===== src/rtl/dmem_arb_pkg.sv =====
// dmem_arb_pkg: shared FSM encoding, owner ids and range constants for data_mem_arbiter.
package dmem_arb_pkg;
  typedef enum logic [1:0] {IDLE = 2'd0, BUSY = 2'd1, RESP = 2'd2} state_t;
  localparam logic OWN_CORE = 1'b0;
  localparam logic OWN_DMA = 1'b1;
  localparam int DMEM_BYTES = 64;
  localparam int DMEM_LAST = DMEM_BYTES - 8;
endpackage


===== src/rtl/dmem_arb_pick.sv =====
// dmem_arb_pick: combinational winner selection; DATA_MEM_ARB_RR_EN selects round-robin.
module dmem_arb_pick
  import dmem_arb_pkg::*;
`ifndef DATA_MEM_ARB_RR_EN
#(
  parameter int CW = 3,
  parameter int MAX_WAIT = 4
)
`endif
(
  input  logic core_req,
  input  logic dma_req,
`ifdef DATA_MEM_ARB_RR_EN
  input  logic last_grant,
`else
  input  logic [CW-1:0] wait_cnt,
`endif
  output logic grant
);
`ifdef DATA_MEM_ARB_RR_EN
  assign grant = dma_req & (~core_req | (last_grant == OWN_CORE));
`else
  assign grant = dma_req & (~core_req | (wait_cnt == CW'(MAX_WAIT)));
`endif
endmodule


===== src/rtl/data_mem_arbiter.sv =====
// data_mem_arbiter: shares a single-port data memory between the core MEM stage and a DMA port.
// Optional DATA_MEM_ARB_RR_EN replaces fixed core priority with round-robin.
module data_mem_arbiter
  import dmem_arb_pkg::*;
#(
  parameter int ADDR_W = 64,
  parameter int DATA_W = 64,
  parameter int MEM_BYTES = DMEM_BYTES,
  parameter int MAX_WAIT = 4
) (
  input  logic              clk,
  input  logic              reset,
  input  logic              core_req,
  input  logic              core_we,
  input  logic [ADDR_W-1:0] core_addr,
  input  logic [DATA_W-1:0] core_wdata,
  output logic [DATA_W-1:0] core_rdata,
  output logic              core_ack,
  output logic              core_stall,
  input  logic              dma_req,
  input  logic              dma_we,
  input  logic [ADDR_W-1:0] dma_addr,
  input  logic [DATA_W-1:0] dma_wdata,
  output logic [DATA_W-1:0] dma_rdata,
  output logic              dma_ack,
  output logic [ADDR_W-1:0] mem_addr,
  output logic [DATA_W-1:0] mem_wdata,
  output logic              mem_write,
  output logic              mem_read,
  input  logic [DATA_W-1:0] mem_rdata,
  output logic              err
);
  localparam logic [ADDR_W-1:0] LAST = ADDR_W'(MEM_BYTES - 8);
  state_t state;
  logic owner, bad, grant, sel_we, sel_bad;
  logic [ADDR_W-1:0] sel_addr;
  logic [DATA_W-1:0] sel_wdata;
  assign core_stall = core_req & ~core_ack;
  assign sel_we = grant ? dma_we : core_we;
  assign sel_addr = grant ? dma_addr : core_addr;
  assign sel_wdata = grant ? dma_wdata : core_wdata;
  assign sel_bad = sel_addr > LAST;
`ifdef DATA_MEM_ARB_RR_EN
  logic last_grant;
  dmem_arb_pick u_pick (.core_req(core_req), .dma_req(dma_req), .last_grant(last_grant), .grant(grant));
  always_ff @(posedge clk or posedge reset)
    if (reset) last_grant <= OWN_DMA;
    else if (state == IDLE && (core_req | dma_req)) last_grant <= grant;
`else
  localparam int CW = $clog2(MAX_WAIT + 1);
  logic [CW-1:0] wait_cnt;
  dmem_arb_pick #(.CW(CW), .MAX_WAIT(MAX_WAIT)) u_pick (
    .core_req(core_req), .dma_req(dma_req), .wait_cnt(wait_cnt), .grant(grant));
  // Only a pending DMA that loses counts towards the starvation guard.
  always_ff @(posedge clk or posedge reset)
    if (reset) wait_cnt <= '0;
    else if (state == IDLE && dma_req)
      wait_cnt <= grant ? '0 : (wait_cnt == CW'(MAX_WAIT) ? wait_cnt : wait_cnt + 1'b1);
`endif
  always_ff @(posedge clk or posedge reset)
    if (reset) begin
      state <= IDLE;
      owner <= OWN_CORE;
      bad <= 1'b0;
      mem_addr <= '0;
      mem_wdata <= '0;
      mem_write <= 1'b0;
      mem_read <= 1'b0;
      core_rdata <= '0;
      dma_rdata <= '0;
      core_ack <= 1'b0;
      dma_ack <= 1'b0;
      err <= 1'b0;
    end else begin
      case (state)
        IDLE: if (core_req | dma_req) begin
          owner <= grant;
          bad <= sel_bad;
          mem_addr <= sel_addr;
          mem_wdata <= sel_wdata;
          mem_write <= sel_we & ~sel_bad;
          mem_read <= ~sel_we & ~sel_bad;
          state <= BUSY;
        end
        BUSY: begin
          core_rdata <= (owner == OWN_CORE && mem_read) ? mem_rdata : '0;
          dma_rdata <= (owner == OWN_DMA && mem_read) ? mem_rdata : '0;
          core_ack <= owner == OWN_CORE;
          dma_ack <= owner == OWN_DMA;
          err <= bad;
          mem_write <= 1'b0;
          mem_read <= 1'b0;
          state <= RESP;
        end
        default: begin
          core_rdata <= '0;
          dma_rdata <= '0;
          core_ack <= 1'b0;
          dma_ack <= 1'b0;
          err <= 1'b0;
          state <= IDLE;
        end
      endcase
    end
endmodule


===== config.mk =====
export PLATFORM = sky130hd
export DESIGN_NAME = data_mem_arbiter
export DESIGN_NICKNAME = d
export VERILOG_FILES = /design/src/rtl/dmem_arb_pkg.sv /design/src/rtl/dmem_arb_pick.sv /design/src/rtl/data_mem_arbiter.sv
export SDC_FILE = /design/constraint.sdc
export NUM_CORES = 1
export LEC_CHECK = 0
export CELL_PAD_IN_SITES_DETAIL_PLACEMENT = 1
export CELL_PAD_IN_SITES_GLOBAL_PLACEMENT = 2
export CORE_AREA = 4 4 228 230
export DETAILED_ROUTE_END_ITERATION = 8
export DIE_AREA = 0 0 232 234
export GPL_TIMING_DRIVEN = 0
export PLACE_DENSITY = 0.74
export SYNTH_ARGS = -nofsm -noshare
export SYNTH_HDL_FRONTEND = slang
export SYNTH_SLANG_ARGS = --single-unit

===== constraint.sdc =====
create_clock -name clk -period 20.9 [get_ports clk]
set_clock_uncertainty 0.15 [all_clocks]
set_input_delay 5.225 -clock clk [delete_from_list [all_inputs] [get_ports clk]]
set_output_delay 5.225 -clock clk [all_outputs]
set_load 0.05 [all_outputs]

==> key figures <==
Routing
  – WL per Instance: 23.4 um
  – Top Layer Used: met5
  – Drt total wl: about 53 mm
  – TritonRoute pass-1 iters: 4
  – Vias per inst: 4.56
  – Vias: 10300
  – Metal2 WL: between 20 and 30 mm
  – DRC: 0
  – Met1 Wirelength: ~22 mm
  – ANT nets after route: 0
  – Met3 wire length: between 3 and 4 mm
  – DRT iter0 DRCs: around 430

Timing
  – Fin. Hold Viols: 0
  – Setup TNS Final: 0 ps
  – Least-Margin Pin Slew: between 800 and 900 ps
  – Final setup violating endpoints: 0
  – RSZ-0062 raised after global routing: false
  – Final min period: between 10000 and 15000 ps
  – Max transition margin: a little over two fifths
  – Final worst path period share: between 50% and 60%
  – Fmax: approximately 80 MHz
  – Final Max Slew Viols: 0

Global route
  – Initial antenna violation count: 8
  – Pin count of the biggest net entering global routing: between 100 and 150
  – GRT overflow: 0
  – First-pass GRT wire length: 76.6 mm
  – GRT Overall Usage: between 10% and 20%
  – Vias in the first global route: around 11000

Clocking
  – Clk sink count: roughly 270
  – Clock Latency Late Sink: 530 ps
  – Clock Pin Slew Worst Setup and Hold Paths: about 60 ps
  – Root Driver: clkbuf_16
  – Setup bufs post-CTS: 0
  – CTS tree: yes
  – CTS buffer count: 34
  – CTS hold repair buffers: 0
  – Max clock buf depth: 3
  – CTS HTree Levels: 2
  – PostCTS Resize Cnt: 0

Critical path
  – Cell family with most CP delay: buffers and inverters
  – Critical Path, Cell by Cell: clkdlybuf4s50_1, nor2b_1, clkdlybuf4s50_1
  – Crit path launch: core_req
  – WP buf/inv: 2
  – Worst-path maximum fanout: 5
  – Worst Setup Path Type: in -> out
  – Worst R2R Path Depth: 8
  – Reg2reg start: wait_cnt[0]
  – Arr. time, crit path: 6900 ps
  – Startpoint types: input port
  – Slowest cell on crit path: clkdlybuf4s50_1
  – R2R Path End: mem_addr[6]
  – Critical path's most frequent cell: clkdlybuf4s50_1
  – Critical path's largest stage delay: 810 ps
  – R2R Setup Slk: 18720 ps
  – Crit. End Element: output pin
  – Required time worst endpoint: about 16000 ps

Finish
  – Flip-flop and latch area: around 6700 um2
  – Final instance area: about 19000 um2
  – FILL cells: roughly 5500
  – Layout cells sized above 1: ~7%
  – Area Overhead vs Synth: 69.3%
  – Area occupied by multi-input gates: ~4000 um2
  – Final Non-Filler Cells: between 2000 and 2500
  – Final Net Count: 1896

Yosys
  – Post-synth net total: 1271
  – Async S/R FF share, synth: 100%
  – YS warnings: 0
  – Top FF cell, synth: dfrtp_1
  – Cell Area, Synth: around 11000 um2
  – Avg Inst Size Synth: around 12 um2
  – Number of synthesized flops with an enable pin: 0
  – Sequential-to-total area share from yosys stat: around 60%
  – Synth unique cells: 38
  – Synth Register Bits: between 200 and 300
  – Synth Instances: about 940

Floorplan
  – FP Rows: 82
  – Die H: ~230 um
  – Starting density of the core: a little under a quarter
  – Die Area: between 50000 and 60000 um2
  – Ports: 588
  – Core area: roughly 50000 um2
  – Width of the chip: approximately 230 um

Min path
  – HP Class: reg -> reg
  – Cells on Worst Hold Path: 2
  – Hold Path Sink: mem_addr[7]
  – Hold path start: mem_addr[7]

Place
  – DP Cell Count: 2204
  – Routability cong.: 0.843
  – Placed instance area: approximately 18000 um2
  – Detailed Place HPWL: between 40 and 50 mm
  – Port buffer count: slightly below 600

Pwr
  – PwrDens: between 100 and 150 nW/um2
  – Max VDD drop: ~60 uV
  – Pleak: ~8.7 nW

Job
  – Max Cap Viol: 0

Run status
  – Status: finished clean
## where the power goes
| group | switching (W) | internal (W) |
|---|---|---|
| Clock | 0.000230 | 0.000364 |
| Sequential | 0.0000717 | 0.000651 |
| Combinational | 0.000848 | 0.000385 |
## flip-flops by register name (all words and copies together), names as in the netlist
name        cells
core_ack        1
owner           1
dma_rdata      64
mem_write       1
mem_wdata      64
dma_ack         1
mem_read        1
state           2
mem_addr       64
core_rdata     64
bad             1
wait_cnt        3
err             1
## cells by family after synthesis
| kind of cell | after synthesis | share of synthesized area (%) |
|---|---|---|
| simple gates | 194 | 7.74 |
| buf+inv | 78 | 5.21 |
| flops | 268 | 58.8 |
| compound gates | 269 | 16.4 |
| mux | 132 | 11.6 |
| fa+ha+maj | 2 | 0.219 |
## cells in the final DEF (no fill, tap or decap), drive strengths merged
| cell type | instances |
|---|---|
| nor2b | 1 |
| a22o | 130 |
| o2bb2ai | 1 |
| diode | 4 |
| nand2b | 1 |
| buf | 53 |
| nand4 | 6 |
| a21bo | 1 |
| nor4 | 30 |
| mux2 | 1 |
| nand3 | 6 |
| clkinv | 4 |
| clkbuf | 69 |
| inv | 8 |
| dfrtp | 268 |
| o21a | 1 |
| ha | 2 |
| or2 | 1 |
| o221ai | 1 |
| and3 | 2 |
| nand2 | 134 |
| nor2 | 9 |
| o21ai | 133 |
| o22ai | 1 |
| o211ai | 1 |
| nor3b | 1 |
| nor3 | 3 |
| bufinv | 3 |
| mux2i | 131 |
| clkdlybuf4s50 | 587 |
## final cells by class
cell class	instances	share of cell area, %
sequential	268	34.8
timing repair buffer	589	30.7
multi-input combinational	597	21.2
clock buffer	49	5.12
tap	672	4.36
buffer	71	2.94
clock inverter	8	0.616
inverter	7	0.175
antenna	4	0.0519
## worst max path at each step
stage                   endpoint  cells after the start  slack (ps)
CTS                   core_stall                      3        8640
finish                core_stall                      3        8630
global placement    mem_addr[55]                      2        4210
floorplan                    bad                      1        8140
global route          core_stall                      3        8590
detailed placement    core_stall                      3        8660
## synth_stat cells, types with 2 or more instances
cell type  count  area [um2]
clkbuf_1      20        75.1
mux2i_1      131        1310
and3_1         2        12.5
nor3_1         3        15.0
nand2_1      133         499
o21ai_0        3        15.0
buf_12        11         220
inv_1          6        22.5
buf_1          4        15.0
buf_8          3        45.0
nor4_1        28         175
nand3_1        6        30.0
buf_6          6        67.6
buf_4          4        30.0
a22o_1       130        1140
o21ai_1      129         646
ha_1           2        25.0
buf_2         23         115
dfrtp_1      268        6710
nor2_1         8        30.0
nand4_1        6        37.5
## tightest hold or removal path, stage by stage, from the launching register on
cell     delay [ps]
dfrtp_1         340
nand2_1          50
o21ai_1          60
## metrics by stage
| step | utilization [%] | worst slack [ps] | hold slack (ps) | total power [W] |
|---|---|---|---|---|
| 5_1_grt | 38.7 | 8590 | 349 | 0.00268 |
| 4_1_cts | 38.7 | 8640 | 336 | 0.00259 |
| 3_3_place_gp | 36.3 | 4210 | 318 | 0.00197 |
| 2_1_floorplan | - | 8140 | 314 | 0.00146 |
| 3_5_place_dp | 36.5 | 8660 | 324 | 0.00198 |
| 6_report | 38.7 | 8630 | 331 | 0.00255 |
## metal layers
layer,vias up,track usage (%)
met3,83,4.45
met4,8,6.20
li1,4700,-
met5,-,0
met1,5194,23.5
met2,340,31.9
Power figures use the tool's default switching activity.
